**src/rtl/spart_pkg.sv**
```systemverilog
`default_nettype none
// ============================================================================
// Module      : spart_pkg
// Description : Types and constants shared by the SPART transmit and receive
//               paths. This file defines the frame FSM state encoding, the
//               oversample ratio and the character width.
// Revision    : 1.0 - initial release
// ============================================================================
package spart_pkg;

   // Frame FSM states, two-bit encoding
   typedef enum logic [1:0] {
      IDLE  = 2'd0,
      START = 2'd1,
      DATA  = 2'd2,
      STOP  = 2'd3
   } tx_state_t;

   localparam int OVERSAMPLE = 16;   // baud enables per bit time
   localparam int DATA_BITS  = 8;    // data bits per character

endpackage
`default_nettype wire

```
**src/rtl/spart_brg.sv**
```systemverilog
`default_nettype none
// ============================================================================
// Module      : spart_brg
// Description : 16x baud enable generator. A down-counter reloads to divisor
//               when it reaches zero. At that point it pulses baud_en for
//               one clock, which gives a period of divisor+1 clocks. A new
//               divisor value takes effect at the next reload. restart forces
//               an immediate reload so that a new frame starts on a full
//               period.
// Ports       : clk     - system clock
//               rst     - synchronous active-high reset
//               divisor - reload value (period = divisor+1 clocks)
//               restart - force reload, suppresses baud_en this cycle
//               baud_en - one-clock enable pulse
// Revision    : 1.0 - initial release
// ============================================================================
module spart_brg #(
   parameter int DIV_W = 16
) (
   input  logic             clk,
   input  logic             rst,
   input  logic [DIV_W-1:0] divisor,
   input  logic             restart,
   output logic             baud_en
);

   logic [DIV_W-1:0] cnt_q;
   logic [DIV_W-1:0] cnt_d;

   always_comb begin
      cnt_d = cnt_q - DIV_W'(1);
      if (restart || (cnt_q == '0)) begin
         cnt_d = divisor;
      end
   end

   // A restart cycle must not also count as a bit tick.
   assign baud_en = (cnt_q == '0) && !restart;

   always_ff @(posedge clk) begin
      if (rst) begin
         cnt_q <= '0;
      end else begin
         cnt_q <= cnt_d;
      end
   end

endmodule
`default_nettype wire

```
**src/rtl/spart_tx_serializer.sv**
```systemverilog
`default_nettype none
// ============================================================================
// Module      : spart_tx_serializer
// Description : SPART transmit path. It takes one byte into a holding buffer
//               and shifts the byte out as an 8N1 frame on txd. A byte held
//               in the buffer when a stop bit ends starts the next frame
//               directly, so back-to-back frames have no gap between them.
// Ports       : clk, rst        - clock, synchronous active-high reset
//               divisor         - baud divisor (bit = 16*(divisor+1) clocks)
//               tx_data, tx_wr  - byte and single-cycle write strobe
//               tbr             - holding buffer empty
//               tx_busy         - frame in progress
//               tx_ovr, ovr_clr - sticky overrun flag and its clear
//               txd             - registered serial output, idle high
// Revision    : 1.0 - initial release
// ============================================================================
module spart_tx_serializer
   import spart_pkg::*;
#(
   parameter int DIV_W     = 16,
   parameter bit MSB_FIRST = 1'b0
) (
   input  logic             clk,
   input  logic             rst,
   input  logic [DIV_W-1:0] divisor,
   input  logic [7:0]       tx_data,
   input  logic             tx_wr,
   output logic             tbr,
   output logic             tx_busy,
   output logic             tx_ovr,
   input  logic             ovr_clr,
   output logic             txd
);

   localparam int TICK_W = $clog2(OVERSAMPLE);
   localparam int BIT_W  = $clog2(DATA_BITS);
   localparam logic [TICK_W-1:0] TICK_LAST = TICK_W'(OVERSAMPLE - 1);
   localparam logic [BIT_W-1:0]  BIT_LAST  = BIT_W'(DATA_BITS - 1);

   tx_state_t         state_q, state_d;
   logic [7:0]        shift_q, shift_d;
   logic [7:0]        buf_q, buf_d;
   logic              full_q, full_d;
   logic              ovr_q, ovr_d;
   logic [TICK_W-1:0] tick_q, tick_d;
   logic [BIT_W-1:0]  bit_q, bit_d;
   logic              txd_q, txd_d;

   logic              baud_en;
   logic              restart;
   logic              bit_end;
   logic              load;
   logic [7:0]        shift_adv;
   logic              head_bit;

   spart_brg #(
      .DIV_W (DIV_W)
   ) u_brg (
      .clk     (clk),
      .rst     (rst),
      .divisor (divisor),
      .restart (restart),
      .baud_en (baud_en)
   );

   // Bit order only changes which end of the shift register goes out first.
   generate
      if (MSB_FIRST) begin : g_msb_first
         assign shift_adv = {shift_q[6:0], 1'b0};
         assign head_bit  = shift_d[7];
      end else begin : g_lsb_first
         assign shift_adv = {1'b0, shift_q[7:1]};
         assign head_bit  = shift_d[0];
      end
   endgenerate

   // The sixteenth enable of a bit time ends that bit.
   assign bit_end = baud_en && (tick_q == TICK_LAST);

   // ---------------------------------------------------------------- state
   always_ff @(posedge clk) begin
      if (rst) begin
         state_q <= IDLE;
         shift_q <= '0;
         buf_q   <= '0;
         full_q  <= 1'b0;
         ovr_q   <= 1'b0;
         tick_q  <= '0;
         bit_q   <= '0;
         txd_q   <= 1'b1;
      end else begin
         state_q <= state_d;
         shift_q <= shift_d;
         buf_q   <= buf_d;
         full_q  <= full_d;
         ovr_q   <= ovr_d;
         tick_q  <= tick_d;
         bit_q   <= bit_d;
         txd_q   <= txd_d;
      end
   end

   // ----------------------------------------------------------- next state
   always_comb begin
      state_d = state_q;
      shift_d = shift_q;
      buf_d   = buf_q;
      full_d  = full_q;
      ovr_d   = ovr_q;
      tick_d  = tick_q;
      bit_d   = bit_q;
      load    = 1'b0;

      // A write is only accepted into an empty buffer. A buffer that is
      // consumed this cycle still counts as full, so nothing bypasses it.
      if (tx_wr && !full_q) begin
         buf_d  = tx_data;
         full_d = 1'b1;
      end

      // If a clear and an overrun happen together, the overrun wins.
      if (ovr_clr) begin
         ovr_d = 1'b0;
      end
      if (tx_wr && full_q) begin
         ovr_d = 1'b1;
      end

      case (state_q)
         IDLE: begin
            if (full_q) begin
               state_d = START;
               load    = 1'b1;
            end
         end
         START: begin
            if (baud_en) begin
               tick_d = tick_q + TICK_W'(1);
            end
            if (bit_end) begin
               state_d = DATA;
            end
         end
         DATA: begin
            if (baud_en) begin
               tick_d = tick_q + TICK_W'(1);
            end
            if (bit_end) begin
               shift_d = shift_adv;
               bit_d   = bit_q + BIT_W'(1);
               if (bit_q == BIT_LAST) begin
                  state_d = STOP;
               end
            end
         end
         STOP: begin
            if (baud_en) begin
               tick_d = tick_q + TICK_W'(1);
            end
            if (bit_end) begin
               if (full_q) begin
                  state_d = START;
                  load    = 1'b1;
               end else begin
                  state_d = IDLE;
               end
            end
         end
         default: begin
            state_d = IDLE;
         end
      endcase

      if (load) begin
         shift_d = buf_q;
         full_d  = 1'b0;
         tick_d  = '0;
         bit_d   = '0;
      end
   end

   // -------------------------------------------------------------- outputs
   always_comb begin
      // Only the IDLE->START move needs a forced reload. A STOP->START move
      // already happens on a counter reload.
      restart = (state_q == IDLE) && full_q;

      // txd comes from the next state, so the registered line changes on
      // the same edge as the FSM.
      case (state_d)
         START:   txd_d = 1'b0;
         DATA:    txd_d = head_bit;
         default: txd_d = 1'b1;
      endcase
   end

   assign tbr     = !full_q;
   assign tx_busy = (state_q != IDLE);
   assign tx_ovr  = ovr_q;
   assign txd     = txd_q;

endmodule
`default_nettype wire

```
**config.mk**
```make
export PLATFORM = sky130hd
export DESIGN_NAME = spart_tx_serializer
export DESIGN_NICKNAME = d
export VERILOG_FILES = /design/src/rtl/spart_pkg.sv /design/src/rtl/spart_brg.sv /design/src/rtl/spart_tx_serializer.sv
export SDC_FILE = /design/constraint.sdc
export NUM_CORES = 1
export LEC_CHECK = 0
export BUFFER_PORTS_ARGS = -buffer_cell sky130_fd_sc_hd__clkbuf_2
export CELL_PAD_IN_SITES_DETAIL_PLACEMENT = 1
export CELL_PAD_IN_SITES_GLOBAL_PLACEMENT = 2
export CORE_MARGIN = 4
export CORE_UTILIZATION = 32
export CTS_CLUSTER_DIAMETER = 30
export DETAILED_ROUTE_END_ITERATION = 7
export GPL_TIMING_DRIVEN = 0
export PLACE_DENSITY = 0.78
export SYNTH_ARGS = -nofsm -noshare
export SYNTH_HDL_FRONTEND = slang
export SYNTH_SLANG_ARGS = --single-unit
```
**constraint.sdc**
```tcl
create_clock -name clk -period 2.5 [get_ports clk]
set_input_delay 0.5 -clock clk [delete_from_list [all_inputs] [get_ports clk]]
set_output_delay 0.5 -clock clk [all_outputs]
set_load 0.01 [all_outputs]
```
==> results of run 1 <==
==> Yosys cell counts (2+ instances only) <==
| cell type | instances | share of area |
|---|---|---|
| nor4_1 | 2 | 0.0059 |
| ha_1 | 10 | 0.059 |
| o21ai_0 | 4 | 0.0094 |
| nand2b_1 | 3 | 0.0088 |
| dfxtp_1 | 44 | 0.41 |
| a311oi_1 | 4 | 0.016 |
| and2_1 | 3 | 0.0088 |
| o31ai_1 | 3 | 0.011 |
| xor2_1 | 7 | 0.029 |
| nor3_1 | 5 | 0.012 |
| nor2b_1 | 3 | 0.0088 |
| inv_1 | 5 | 0.0088 |
| and4_1 | 3 | 0.012 |
| nor2_1 | 45 | 0.079 |
| nand2_1 | 7 | 0.012 |
| mux2i_1 | 21 | 0.098 |
| buf_2 | 5 | 0.012 |
| a21oi_1 | 6 | 0.014 |
| clkbuf_1 | 6 | 0.011 |
| xnor2_1 | 7 | 0.029 |
| nand3_1 | 2 | 0.0047 |
| a211oi_1 | 19 | 0.067 |
==> tightest hold or removal path, stage by stage <==
cell and delay (ns):
clkbuf_2 0.07, mux2i_1 0.05, nor2_1 0.07
==> worst max path at each step <==
stage / start / endpoint / depth (start not counted)
6_report: u_brg.cnt_q[1] / u_brg.cnt_q[15] / 7
5_1_grt: state_q[0] / txd / 8
2_1_floorplan: u_brg.cnt_q[1] / shift_q[3] / 9
3_3_place_gp: u_brg.cnt_q[1] / shift_q[6] / 9
4_1_cts: u_brg.cnt_q[1] / shift_q[3] / 9
3_5_place_dp: u_brg.cnt_q[1] / shift_q[5] / 9
==> cell usage in the layout, fill, tap and decap left out, types with 2 or more instances in the layout <==
cell type / n
nor3_1: 5
dfxtp_1: 44
ha_1: 10
nor2_1: 45
and4_1: 3
a21oi_1: 6
xnor2_1: 7
a211oi_2: 2
a311oi_1: 4
nor4_1: 2
xor2_1: 7
nand3_1: 2
mux2i_1: 21
clkbuf_2: 32
nand2_1: 7
clkbuf_8: 5
a211oi_1: 18
o21ai_0: 4
buf_2: 5
nand2b_1: 3
o31ai_1: 3
clkbuf_1: 5
and2_1: 3
nor2b_1: 3
inv_1: 5
==> power groups by stage <==
stage / Clock, mW / Sequential [mW] / Combinational [mW]
after floorplan: 0 / 0.893 / 0.375
after global placement: 0 / 0.911 / 0.489
after detailed placement: 0 / 0.914 / 0.497
after CTS: 0.565 / 0.898 / 0.503
after global routing: 0.598 / 0.913 / 0.563
final: 0.541 / 0.898 / 0.497
==> flip-flops by register name, indices dropped and copies added, names as in the netlist <==
register     count
bit_q            3
buf_q            8
full_q           1
shift_q          8
state_q          2
tick_q           4
tx_ovr           1
txd              1
u_brg.cnt_q     16
==> through the flow <==
| stage | setup WS [ns] | util |
|---|---|---|
| 3_3_place_gp | 0.208 | 0.372 |
| 5_1_grt | 0.0560 | 0.392 |
| 3_5_place_dp | 0.194 | 0.372 |
| 6_report | 0.271 | 0.392 |
| 4_1_cts | 0.175 | 0.389 |
| 2_1_floorplan | 0.542 | - |
==> per-layer routing <==
metal,track usage,vias to the layer above
li1,-,890
met4,0.0421,0
met1,0.172,843
met3,0.0259,2
met5,0,-
met2,0.195,24
==> logic make-up after synthesis <==
logic type / after synthesis / share of synthesized area
flip-flops: 44 / 0.412
AO/OA/AOI/OAI: 39 / 0.132
adder cells (fa/ha/maj): 10 / 0.0585
multiplexers: 22 / 0.104
buffers and inverters: 20 / 0.0398
XOR/XNOR: 14 / 0.0573
AND/OR/NAND/NOR: 84 / 0.197
==> area by class of cell <==
type | count | share of cell area
Multi-Input combinational cell | 169 | 0.471
Tap cell | 77 | 0.0383
Inverter | 7 | 0.0104
Buffer | 13 | 0.0239
Clock inverter | 3 | 0.0169
Timing Repair Buffer | 31 | 0.0617
Sequential cell | 44 | 0.350
Clock buffer | 5 | 0.0274
==> repair_timing <==
| action | 4_1_cts | 5_1_grt |
|---|---|---|
| hold buffers | 0 | 0 |
| resized for setup | 0 | 4 |
| endpoints found under the setup margin | 0 | 8 |
==> reports/metrics.csv, run 1 <==
metric;value;unit
hold depth;3;
internal reg-to-reg setup slack;0.27;ns
Max FO, Critical Path;10;
type of the worst setup path;reg2reg;
Seq cells post-synth;44;
Mapped Avg Cell Area;9.18;um2
TritonCTS clock tree;done;
synthesized area;0.00214;mm2
P per Cell Area;770;mW/mm2
hold slack;0.432;ns
Routed Antenna Nets;0;
Final Cell Area;0.00251;mm2
DRC;0;
HP Start;tx_data[7];
grt total ovfl;0;
maximum clock insertion buffer count;2;
fmax;0.449;GHz
Tmin final;2.23;ns
sequential area share after synthesis;0.412;
worst r2r dst;u_brg.cnt_q[15];
Post-DP HPWL;3740;um
die width;89.7;um
hold crit path type;in2reg;
crit share post-route;0.891;
sw power;613;uW
Crit path arrival time;2.38;ns
Static Leak;1.03;nW
dpl cell area;0.00239;mm2
Final Power;1.94;mW
# Post-CTS Setup Buffers;0;
slowest cell delay on critical path;0.49;ns
Root Driver;clkbuf_8;
FFs w/ async S/R, synth;0;
fillers;769;
initial antenna violation count;0;
chip height;89.7;um
Reg2Reg Depth;7;
sequence of cells on the critical path;clkinv_1, ha_1, nor4b_1, and4_1, a21oi_1, clkbuf_1, a211oi_1;
share of cells above drive strength 1;0.206;
Slew headroom;0.600;
full die area;0.00805;mm2
CP Capture Type;register;
total of max-cap violations;0;
Post-synth EDFFs;0;
register share of total power;0.464;
yosys warns;0;
Worst Tran Pin Value;0.600;ns
Worst-Skew Late Latency;0.30;ns
wl on met1;2470;um
Combinational Power Share;0.257;
Post-Syn Nets;271;
H-tree depth;2;
drt wl/cell;14.0;um
Setup TNS;0;ns
Peak supply drop;0.341;mV
highest routed layer;met4;
Slew Limit Fails;0;
metal2 WL;2240;um
TritonCTS Buffers;5;
CP max-delay cell;clkbuf_1;
internal power;1.32;mW
total area of sequential cells;881;um2
# rows;29;
met3 routed WL;132;um
Sw Ratio;0.316;
input/output buffers;31;
initial DRC count;49;
Non-Filler Instances;349;
FF-to-FF Start;u_brg.cnt_q[1];
CP Buf/Inv Count;2;
Worst Skew;0.00858;ns
final setup fails;0;
Worst-path clk slew;0.09;ns
status;complete, no violations;
Layout Area Growth over Synthesis;17.6;%
number of global-route vias before repair;1733;
nets;309;
placed cells;341;
drt total wl;4880;um
Multi-input gate area;0.00118;mm2
final hold violations;0;
Initial DRT Pass Iterations;4;
ys flop type;dfxtp_1;
Top-Level Pins;32;
Sink Count;44;
first-pass GRT wire length;8340;um
diode count;0;
RSZ-0062 raised after global routing;false;
largest net degree at the start of global routing;15;
vias per cell;5.04;
WP data required;2.65;ns
clock share of power;0.280;
RePlAce Congestion;0.762;
Post-Synthesis Cells;233;
CP startpoint kind;register;
gr usage total;0.125;
Initial Util;0.333;
Top Family by Delay on Critical Path;buffers and inverters;
count of cell types in the netlist;41;
core region area;0.00642;mm2
vias;1759;
Worst Hold Path EP;buf_q[7];
Power figures use the tool's default switching activity.
==> inputs of run 2 (changes only) <==
- RECOVER_POWER: unset -> 100
==> run 2 against run 1 <==
Effect of this change:
- combinational power is 1% lower
- sequential power hardly changed
- clock-buffer cell count did not move
- register-to-register slack about the same
- final area is 0.55% lower
- first-iteration DRC count fell by 2.0%
- critical path depth increased by 1
- critical path type unchanged
==> reports/metrics.csv, run 2 (synthesized netlist as in run 1, its figures left out) <==
metric;value;unit;change
Non-Filler Instances;349;;unchanged
Reg with most FFs;u_brg.cnt_q;;
most frequent cells in the layout;45 x nor2_1, 44 x dfxtp_1, 30 x clkbuf_2;;
TritonCTS Buffers;5;;unchanged
fillers;769;;unchanged
RePlAce Congestion;0.762;;unchanged
Sink Count;44;;unchanged
Static Leak;1.02;nW;-1.6%
Slew headroom;0.600;;about the same
vias per cell;5.04;;about the same
final hold violations;0;;unchanged
die width;89.7;um;unchanged
first-pass GRT wire length;8340;um;unchanged
Root Driver;clkbuf_8;;
placed cells;341;;unchanged
crit share post-route;0.890;;-0.00123
grt total ovfl;0;;unchanged
Routed Antenna Nets;0;;unchanged
Worst Skew;0.00785;ns;-0.000731 ns
vias;1758;;-0.057%
Initial Util;0.333;;unchanged
initial antenna violation count;0;;unchanged
sw power;612;uW;about the same
drt wl/cell;14.0;um;+0.21%
max FFs per register;16;;unchanged
total area of sequential cells;881;um2;unchanged
drt total wl;4890;um;+0.21%
maximum clock insertion buffer count;2;;unchanged
Post-DP HPWL;3740;um;unchanged
Worst-Skew Late Latency;0.30;ns;about the same
final setup fails;0;;unchanged
Multi-input gate area;0.00118;mm2;-0.42%
Sw Ratio;0.317;;+0.000541
Top-Level Pins;32;;unchanged
CP Capture Type;register;;
chip height;89.7;um;unchanged
GRT met2 Usage;0.195;;unchanged
share of cells above drive strength 1;0.184;;-0.0221
total of max-cap violations;0;;unchanged
Tmin final;2.23;ns;-0.00307 ns
core region area;0.00642;mm2;unchanged
dpl cell area;0.00239;mm2;unchanged
gr busiest metal;met2;;
Initial DRT Pass Iterations;4;;unchanged
RSZ-0062 raised after global routing;false;;
internal reg-to-reg setup slack;0.27;ns;about the same
internal power;1.32;mW;-0.32%
input/output buffers;31;;unchanged
Final Power;1.93;mW;-0.24%
Combinational Power Share;0.254;;-0.003
Worst Tran Pin Value;0.600;ns;-0.0000342 ns
H-tree depth;2;;unchanged
clock share of power;0.281;;about the same
met1 usage;0.172;;unchanged
commonest non-fill, non-tap cell in the layout;nor2_1;;
type of the worst setup path;reg2reg;;
full die area;0.00805;mm2;unchanged
Layout Area Growth over Synthesis;17.0;%;
biggest regs;u_brg.cnt_q: 16 flops, buf_q: 8 flops, shift_q: 8 flops;;
WP data required;2.67;ns;+0.02 ns
TritonCTS clock tree;done;;
Max FO, Critical Path;5;;-5
Setup TNS;0;ns;unchanged
DRC;0;;unchanged
initial DRC count;48;;-2.0%
number of global-route vias before repair;1733;;unchanged
hold crit path type;in2reg;;
largest net degree at the start of global routing;15;;unchanged
P per Cell Area;772;mW/mm2;+0.31%
final core area utilization;0.389;;-0.00214
Hold-fix buffers, CTS;0;;unchanged
fmax;0.449;GHz;+0.14%
diode count;0;;unchanged
status;complete, no violations;;
gr usage total;0.125;;unchanged
nets;309;;unchanged
Slew Limit Fails;0;;unchanged
Crit path arrival time;2.40;ns;+0.02 ns
CP startpoint kind;register;;
global routing usage on met3;0.0259;;unchanged
# Post-CTS Setup Buffers;0;;unchanged
post_cts resized;0;;unchanged
Worst-path clk slew;0.09;ns;about the same
Peak supply drop;0.342;mV;about the same
Final Cell Area;0.00250;mm2;-0.55%
# rows;29;;unchanged
register share of total power;0.465;;about the same
## run 2: layer usage
layer	up-vias	wire length (um)
met5	-	0
met4	0	66
met3	7	130
met2	21	2210
met1	840	2470
li1	890	-
## run 2: path summary, 6_finish.rpt
| kind | from | end | cells past startpoint |
|---|---|---|---|
| min | tx_data[7] | buf_q[7] | 3 |
| min reg2reg | tx_ovr | tx_ovr | 2 |
| max reg2reg | u_brg.cnt_q[0] | txd | 8 |
| max | u_brg.cnt_q[0] | txd | 8 |
## run 2: layout make-up
cell class,instances,area share
Tap cell,77,0.0385
Buffer,13,0.0225
Multi-Input combinational cell,169,0.472
Sequential cell,44,0.352
Inverter,7,0.0105
Clock inverter,3,0.0170
Clock buffer,5,0.0275
Timing Repair Buffer,31,0.0600
## run 2: power groups by stage
stage          combinational [mW]  clock, mW  sequential [mW]
2_1_floorplan               0.375          0            0.893
3_3_place_gp                0.489          0            0.911
3_5_place_dp                0.497          0            0.914
4_1_cts                     0.503      0.565            0.898
5_1_grt                     0.558      0.598            0.913
6_report                    0.490      0.543            0.899
## run 2: through the flow
step / setup slack (ns) / hold WS (ns)
global route: 0.0542 / 0.431
detailed placement: 0.194 / 0.464
CTS: 0.175 / 0.427
finish: 0.274 / 0.431
global placement: 0.208 / 0.463
floorplan: 0.542 / 0.460
## run 2: worst max-delay path, stage by stage, from the launching register on
cell and delay [ns]:
dfxtp_1 0.34, inv_2 0.09, ha_1 0.15, nor4b_1 0.34, and4_1 0.37, and2_1 0.24
mux2i_1 0.29, and4b_1 0.22, a21oi_1 0.08
